--- config.mk ---
export PLATFORM = sky130hd
export DESIGN_NAME = ctrl_sequencer_flat
export DESIGN_NICKNAME = d
export VERILOG_FILES = /design/src/rtl/ctrl_sequencer_if.sv /design/src/rtl/ctrl_sequencer.sv /design/src/flat_wrapper.sv
export SDC_FILE = /design/constraint.sdc
export NUM_CORES = 1
export LEC_CHECK = 0
export ABC_CLOCK_PERIOD_IN_PS = 2640
export CAP_MARGIN = 20
export CORE_UTILIZATION = 30
export DETAILED_ROUTE_END_ITERATION = 10
export GPL_ROUTABILITY_DRIVEN = 0
export MAX_ROUTING_LAYER = met4
export PLACE_DENSITY = 0.51
export SYNTH_ARGS = -nofsm -noshare
export SYNTH_HDL_FRONTEND = slang
export SYNTH_SLANG_ARGS = --single-unit
--- constraint.sdc ---
create_clock -name Clk -period 2.64 [get_ports Clk]
set_input_delay 0.396 -clock Clk [delete_from_list [all_inputs] [get_ports Clk]]
set_output_delay 0.396 -clock Clk [all_outputs]
set_load 0.005 [all_outputs]
--- src/rtl/ctrl_sequencer_if.sv ---
// Control bundle between the instruction sequencer and the ALU/accumulator datapath.
// Latency: none; wires only, the sequencer registers every strobe except pc_load.
// Backpressure: none; the datapath consumes strobes unconditionally.
interface ctrl_sequencer_if #(
   parameter int NREG = 8
);
   logic            start;
   logic [7:0]      instr;
   logic            z_flag;
   logic [2:0]      alu_op;
   logic            Wen;
   logic            INC;
   logic            ac_clr;
   logic [3:0]      bus_sel;
   logic [NREG-1:0] reg_wen;
   logic            ir_wen;
   logic            pc_inc;
   logic            pc_load;
   logic            ar_wen;
   logic            addr_sel;
   logic            mem_read;
   logic            mem_write;
   logic            busy;
   logic            halted;

   // Sequencer side
   modport master (
      input  start, instr, z_flag,
      output alu_op, Wen, INC, ac_clr, bus_sel, reg_wen, ir_wen, pc_inc,
             pc_load, ar_wen, addr_sel, mem_read, mem_write, busy, halted
   );

   // Datapath side
   modport slave (
      output start, instr, z_flag,
      input  alu_op, Wen, INC, ac_clr, bus_sel, reg_wen, ir_wen, pc_inc,
             pc_load, ar_wen, addr_sel, mem_read, mem_write, busy, halted
   );
endinterface

--- src/rtl/ctrl_sequencer.sv ---
// Fetch/decode/execute Moore sequencer driving the AC, register file, PC, AR and memory strobes.
// Latency: start->first ir_wen 3 cycles; ALU ops 5, LOAD 7+2*(MEM_LAT-1)... per state walk; reads wait MEM_LAT cycles.
// Backpressure: none; memory is fixed-latency, start is only sampled in IDLE.
module ctrl_sequencer #(
   parameter int NREG    = 8,
   parameter int MEM_LAT = 1
) (
   input logic              Clk,
   input logic              RST,
   ctrl_sequencer_if.master bus
);

   localparam int              CW        = (MEM_LAT > 1) ? $clog2(MEM_LAT) : 1;
   localparam logic [CW-1:0]   WAIT_INIT = CW'(MEM_LAT - 1);
   localparam logic [3:0]      SEL_MEM   = 4'hD;
   localparam logic [3:0]      SEL_AC    = 4'hF;
   localparam logic [NREG-1:0] ONE_HOT0  = {{(NREG-1){1'b0}}, 1'b1};

   typedef enum logic [3:0] {
      IDLE, F_AR, F_RD, F_IR, DECODE, EXEC, M_AR, M_RD, M_WB, M_WR, HALT
   } state_t;

   state_t          state_q, state_d;
   logic [CW-1:0]   cnt_q, cnt_d;

   logic [2:0]      alu_op_q, alu_op_d;
   logic            wen_q, wen_d, inc_q, inc_d, ac_clr_q, ac_clr_d;
   logic [3:0]      bus_sel_q, bus_sel_d;
   logic [NREG-1:0] reg_wen_q, reg_wen_d;
   logic            ir_wen_q, ir_wen_d, pc_inc_q, pc_inc_d, jpz_q, jpz_d;
   logic            ar_wen_q, ar_wen_d, addr_sel_q, addr_sel_d;
   logic            mem_read_q, mem_read_d, mem_write_q, mem_write_d;
   logic            busy_q, busy_d, halted_q, halted_d;

   logic [3:0]      op, rr;
   logic            r_ok;

   assign op   = bus.instr[7:4];
   assign rr   = bus.instr[3:0];
   // Operand codes beyond the register file turn register-using opcodes into NOPs
   assign r_ok = ({28'd0, rr} < 32'(NREG));

   // Next state and memory-wait down-counter
   always_comb begin
      state_d = state_q;
      cnt_d   = cnt_q;
      unique case (state_q)
         IDLE:   if (bus.start) state_d = F_AR;
         F_AR:   begin state_d = F_RD; cnt_d = WAIT_INIT; end
         F_RD:   if (cnt_q == '0) state_d = F_IR; else cnt_d = cnt_q - 1'b1;
         F_IR:   state_d = DECODE;
         DECODE: begin
            unique case (op)
               4'hA, 4'hB: state_d = r_ok ? M_AR : F_AR;
               4'hF:       state_d = HALT;
               default:    state_d = EXEC;
            endcase
         end
         EXEC:   state_d = F_AR;
         M_AR:   begin
            if (op == 4'hA) begin state_d = M_RD; cnt_d = WAIT_INIT; end
            else state_d = M_WR;
         end
         M_RD:   if (cnt_q == '0) state_d = M_WB; else cnt_d = cnt_q - 1'b1;
         M_WB:   state_d = F_AR;
         M_WR:   state_d = F_AR;
         HALT:   state_d = HALT;
         default: state_d = IDLE;
      endcase
   end

   // Strobes for the state being entered, so every output leaves a flop
   always_comb begin
      alu_op_d    = 3'b000;
      wen_d       = 1'b0;
      inc_d       = 1'b0;
      ac_clr_d    = 1'b0;
      bus_sel_d   = 4'h0;
      reg_wen_d   = '0;
      ir_wen_d    = 1'b0;
      pc_inc_d    = 1'b0;
      jpz_d       = 1'b0;
      ar_wen_d    = 1'b0;
      addr_sel_d  = 1'b0;
      mem_read_d  = 1'b0;
      mem_write_d = 1'b0;
      busy_d      = (state_d != IDLE) && (state_d != HALT);
      halted_d    = (state_d == HALT);
      unique case (state_d)
         F_AR:   ar_wen_d = 1'b1;
         F_RD:   mem_read_d = 1'b1;
         F_IR:   begin bus_sel_d = SEL_MEM; ir_wen_d = 1'b1; pc_inc_d = 1'b1; end
         EXEC:   begin
            unique case (op)
               4'h1: if (r_ok) begin bus_sel_d = rr; wen_d = 1'b1; end
               4'h2: if (r_ok) begin bus_sel_d = SEL_AC; reg_wen_d = ONE_HOT0 << rr; end
               4'h3, 4'h4, 4'h5, 4'h6:
                     if (r_ok) begin bus_sel_d = rr; alu_op_d = 3'(op - 4'd2); wen_d = 1'b1; end
               4'h7: inc_d = 1'b1;
               4'h8: ac_clr_d = 1'b1;
               4'h9: if (r_ok) begin bus_sel_d = rr; jpz_d = 1'b1; end
               default: ;
            endcase
         end
         M_AR:   begin bus_sel_d = rr; addr_sel_d = 1'b1; ar_wen_d = 1'b1; end
         M_RD:   mem_read_d = 1'b1;
         M_WB:   begin bus_sel_d = SEL_MEM; wen_d = 1'b1; end
         M_WR:   begin bus_sel_d = SEL_AC; mem_write_d = 1'b1; end
         default: ;
      endcase
   end

   // State, counter and output registers; reset clears everything at once
   always_ff @(posedge Clk or negedge RST) begin
      if (!RST) begin
         state_q     <= IDLE;
         cnt_q       <= '0;
         alu_op_q    <= 3'b000;
         wen_q       <= 1'b0;
         inc_q       <= 1'b0;
         ac_clr_q    <= 1'b0;
         bus_sel_q   <= 4'h0;
         reg_wen_q   <= '0;
         ir_wen_q    <= 1'b0;
         pc_inc_q    <= 1'b0;
         jpz_q       <= 1'b0;
         ar_wen_q    <= 1'b0;
         addr_sel_q  <= 1'b0;
         mem_read_q  <= 1'b0;
         mem_write_q <= 1'b0;
         busy_q      <= 1'b0;
         halted_q    <= 1'b0;
      end else begin
         state_q     <= state_d;
         cnt_q       <= cnt_d;
         alu_op_q    <= alu_op_d;
         wen_q       <= wen_d;
         inc_q       <= inc_d;
         ac_clr_q    <= ac_clr_d;
         bus_sel_q   <= bus_sel_d;
         reg_wen_q   <= reg_wen_d;
         ir_wen_q    <= ir_wen_d;
         pc_inc_q    <= pc_inc_d;
         jpz_q       <= jpz_d;
         ar_wen_q    <= ar_wen_d;
         addr_sel_q  <= addr_sel_d;
         mem_read_q  <= mem_read_d;
         mem_write_q <= mem_write_d;
         busy_q      <= busy_d;
         halted_q    <= halted_d;
      end
   end

   assign bus.alu_op    = alu_op_q;
   assign bus.Wen       = wen_q;
   assign bus.INC       = inc_q;
   assign bus.ac_clr    = ac_clr_q;
   assign bus.bus_sel   = bus_sel_q;
   assign bus.reg_wen   = reg_wen_q;
   assign bus.ir_wen    = ir_wen_q;
   assign bus.pc_inc    = pc_inc_q;
   // JPZ branches on the zero flag as it stands during EXEC itself
   assign bus.pc_load   = jpz_q & bus.z_flag;
   assign bus.ar_wen    = ar_wen_q;
   assign bus.addr_sel  = addr_sel_q;
   assign bus.mem_read  = mem_read_q;
   assign bus.mem_write = mem_write_q;
   assign bus.busy      = busy_q;
   assign bus.halted    = halted_q;

endmodule

--- src/flat_wrapper.sv ---
// flat-port wrapper written by rule: the top's interface ports become plain ports
module ctrl_sequencer_flat 
#(
   parameter int NREG    = 8,
   parameter int MEM_LAT = 1
)
  (Clk, RST, bus_start, bus_instr, bus_z_flag, bus_alu_op, bus_Wen, bus_INC, bus_ac_clr, bus_bus_sel, bus_reg_wen, bus_ir_wen, bus_pc_inc, bus_pc_load, bus_ar_wen, bus_addr_sel, bus_mem_read, bus_mem_write, bus_busy, bus_halted);
  ctrl_sequencer_if #(.NREG(NREG)) bus_i ();
  input logic Clk;
  input logic RST;
  input wire logic [$bits(bus_i.start)-1:0] bus_start;
  input wire logic [$bits(bus_i.instr)-1:0] bus_instr;
  input wire logic [$bits(bus_i.z_flag)-1:0] bus_z_flag;
  output wire logic [$bits(bus_i.alu_op)-1:0] bus_alu_op;
  output wire logic [$bits(bus_i.Wen)-1:0] bus_Wen;
  output wire logic [$bits(bus_i.INC)-1:0] bus_INC;
  output wire logic [$bits(bus_i.ac_clr)-1:0] bus_ac_clr;
  output wire logic [$bits(bus_i.bus_sel)-1:0] bus_bus_sel;
  output wire logic [$bits(bus_i.reg_wen)-1:0] bus_reg_wen;
  output wire logic [$bits(bus_i.ir_wen)-1:0] bus_ir_wen;
  output wire logic [$bits(bus_i.pc_inc)-1:0] bus_pc_inc;
  output wire logic [$bits(bus_i.pc_load)-1:0] bus_pc_load;
  output wire logic [$bits(bus_i.ar_wen)-1:0] bus_ar_wen;
  output wire logic [$bits(bus_i.addr_sel)-1:0] bus_addr_sel;
  output wire logic [$bits(bus_i.mem_read)-1:0] bus_mem_read;
  output wire logic [$bits(bus_i.mem_write)-1:0] bus_mem_write;
  output wire logic [$bits(bus_i.busy)-1:0] bus_busy;
  output wire logic [$bits(bus_i.halted)-1:0] bus_halted;
  assign bus_i.start = bus_start;
  assign bus_i.instr = bus_instr;
  assign bus_i.z_flag = bus_z_flag;
  assign bus_alu_op = bus_i.alu_op;
  assign bus_Wen = bus_i.Wen;
  assign bus_INC = bus_i.INC;
  assign bus_ac_clr = bus_i.ac_clr;
  assign bus_bus_sel = bus_i.bus_sel;
  assign bus_reg_wen = bus_i.reg_wen;
  assign bus_ir_wen = bus_i.ir_wen;
  assign bus_pc_inc = bus_i.pc_inc;
  assign bus_pc_load = bus_i.pc_load;
  assign bus_ar_wen = bus_i.ar_wen;
  assign bus_addr_sel = bus_i.addr_sel;
  assign bus_mem_read = bus_i.mem_read;
  assign bus_mem_write = bus_i.mem_write;
  assign bus_busy = bus_i.busy;
  assign bus_halted = bus_i.halted;
  ctrl_sequencer #(.NREG(NREG), .MEM_LAT(MEM_LAT)) u_core (.Clk(Clk), .RST(RST), .bus(bus_i));
endmodule
==> impl_metrics.env <==
export IMPL_post_cts_buffers=0
export IMPL_synth_area_top_cells="dfrtp_1 (48%), nor2_1 (3.6%), nand2b_1 (2.8%), a21oi_1 (2.5%), buf_4 (2.4%)"
export IMPL_synthArstFlopShare=1.00
export IMPL_ios=39
export IMPL_area_growth_pct=33.4
export IMPL_avgSynthCellArea_um2=10.8
export IMPL_finalCriticalPeriod_ps=2170
export IMPL_top_layer_used="met4"
export IMPL_cts_resized=0
export IMPL_first_pass_iters=4
export IMPL_synth_edf_count=0
export IMPL_cts_root_buffer="clkbuf_8"
export IMPL_viasPerCell=4.81
export IMPL_die_h_um=74.4
export IMPL_yosys_area_top_type_share=0.477
export IMPL_reg2reg_depth=5
export IMPL_slowest_stage="clkdlybuf4s50_1"
export IMPL_diodes=0
export IMPL_yosysMostFrequentCell="dfrtp_1"
export IMPL_tns_ps=0
export IMPL_max_slew_margin_rel=0.694
export IMPL_setup_viol=0
export IMPL_end_kind="flip-flop"
export IMPL_rsz0062_at_grt="false"
export IMPL_grt_pass1_wl_um=5740
export IMPL_gr_total_overflow=0
export IMPL_num_rows=25
export IMPL_critical_path_max_stage_delay_ps=570
export IMPL_dp_hpwl_um=2600
export IMPL_io_buffers=38
export IMPL_ys_types=55
export IMPL_p_leak_nw=0.878
export IMPL_crit_chain="clkdlybuf4s50_1 > buf_4 > nand2_1 > a2111oi_1 > a211o_2 > mux2i_1 > o21ai_1"
export IMPL_fillCellCount=484
export IMPL_cts_sinks=30
export IMPL_fin_skew_ps=6.93
export IMPL_ant_nets=0
export IMPL_initial_core_util=0.322
export IMPL_path_max_fanout=10
export IMPL_layout_drive_gt1_share=0.154
export IMPL_worst_setup_path_start_kind="primary input"
export IMPL_htreeDepth=2
export IMPL_whs_ps=519
export IMPL_synth_seq_cells=30
export IMPL_drv_slew=0
export IMPL_wl_met1_um=1520
export IMPL_grt_pass1_vias=1251
export IMPL_worst_pin_slew_ps=460
export IMPL_tritoncts="done"
export IMPL_insertion_delay_ps=270
export IMPL_cts_hold_buf=0
export IMPL_worst_path_buf_inv=2
export IMPL_arrival_ps=2300
export IMPL_cellPowerDensity_nw_per_um2=791
export IMPL_cp_data_required_time_ps=2770
export IMPL_initialDrtViolationCount=64
export IMPL_finalCritPeriodShare=0.821
export IMPL_netlist_instances=146
export IMPL_synth_warnings=0
export IMPL_path_depth=7
export IMPL_routed_wl_met2_um=1700
export IMPL_ir_worst_vdd_mv=0.304
export IMPL_final_nets=199
export IMPL_yosysTopAreaCell="dfrtp_1"
export IMPL_die_area_um2=5540
export IMPL_hold_violations=0
export IMPL_syn_num_nets=158
export IMPL_ys_flop_type="dfrtp_1"
export IMPL_status="complete, no violations"
export IMPL_fmax_mhz=461
export IMPL_antenna_found_initial=0
export IMPL_globalRouteTotalUtil=0.144
export IMPL_cts_buffers_inserted=5
export IMPL_min_path_type="primary input to async pin"
export IMPL_clockBufferDepth=2
export IMPL_crit_type="primary input to flip-flop"
export IMPL_path_delay_family="buffers and inverters"
export IMPL_wl_um=3460
export IMPL_fp_dieW_um=74.4
export IMPL_synth_common_cells="dfrtp_1 (30), nor2_1 (15), nand2_1 (9)"
export IMPL_drc=0
export IMPL_clk_pin_slew_ps=60
export IMPL_coreArea_um2=4880
export IMPL_yosysSeqAreaShare=0.477
export IMPL_syn_area_um2=1570
export IMPL_grt_max_degree=31
export IMPL_dr_total_vias=1226
export IMPL_maxCapViolCount=0
export IMPL_wl_met3_um=220
export IMPL_routedWlPerCell_um=13.6
## layout by cell type (no fill, tap or decap), types with 2 or more instances in the layout
| cell | count |
|---|---|
| dfrtp_1 | 30 |
| nor3_1 | 5 |
| nand3_1 | 3 |
| or2b_1 | 2 |
| a21oi_1 | 8 |
| nor3b_2 | 2 |
| mux2i_1 | 2 |
| nand2b_1 | 7 |
| and2b_1 | 2 |
| nand3b_1 | 2 |
| clkdlybuf4s50_1 | 38 |
| buf_4 | 6 |
| o21ai_1 | 3 |
| o21ai_0 | 3 |
| clkbuf_8 | 6 |
| nor2_1 | 15 |
| nand2_1 | 9 |
| and3_1 | 2 |
| inv_1 | 5 |
## flip-flops by register name (all words and copies together) (netlist names), 3 cells and up
name and count:
u_core.bus.alu_op 3, u_core.bus.bus_sel 4, u_core.state_q 4, u_core.bus.reg_wen 8
## path summary, 6_finish.rpt
check | end | slack [ps] | startpoint
setup / recovery | u_core.bus.bus_sel[0]$_DFF_PN0_ | 470 | bus_instr[6]
max in group asynchronous | u_core.bus.reg_wen[1]$_DFF_PN0_ | 1850 | RST
hold / removal | u_core.state_q[1]$_DFF_PN0_ | 520 | RST
setup reg to reg | u_core.bus.Wen$_DFF_PN0_ | 600 | u_core.state_q[2]$_DFF_PN0_
hold reg to reg | u_core.bus.mem_read$_DFF_PN0_ | 660 | u_core.state_q[3]$_DFF_PN0_
min in group Clk | u_core.bus.mem_read$_DFF_PN0_ | 660 | u_core.state_q[3]$_DFF_PN0_
## power by group
group,internal [mW],leakage [nW],switching (mW)
Sequential,0.539,0.405,0.0987
Clock,0.210,0.0482,0.154
Combinational,0.321,0.425,0.338
## metal layers
layer  GRT usage  vias up
li1            -      602
met1       0.181      573
met2       0.214       49
met3      0.0339        2
met4      0.0755        0
met5           -        -
## stage by stage
step                      total power [mW]  cell area, um^2  instances   util  setup WS, ps
after floorplan                       1.10             1570        146      -           917
after global placement                1.31             2010        247  0.411           304
after detailed placement              1.31             2010        247  0.411           220
after CTS                             1.68             2100        255  0.430           481
after global routing                  1.79             2100        255  0.430           310
final                                 1.66             2100        255  0.430           473
## area by class of cell
type | count | area, um^2 | area share
Clock buffer | 7 | 86.3 | 0.0411
Clock inverter | 1 | 5.00 | 0.00239
Inverter | 6 | 22.5 | 0.0107
Multi-Input combinational cell | 100 | 724 | 0.345
Sequential cell | 30 | 751 | 0.358
Tap cell | 67 | 83.8 | 0.0400
Timing Repair Buffer | 44 | 425 | 0.203
## logic make-up (layout without fill, tap and decap cells)
logic type	Yosys count	in the layout	share of synthesized area
compound gates	32	32	0.164
xor+xnor	2	2	0.0111
buf+inv	16	58	0.0621
flops	30	30	0.477
mux	2	2	0.0127
simple gates	64	64	0.273
No activity file was read; power rests on OpenSTA's default activity.
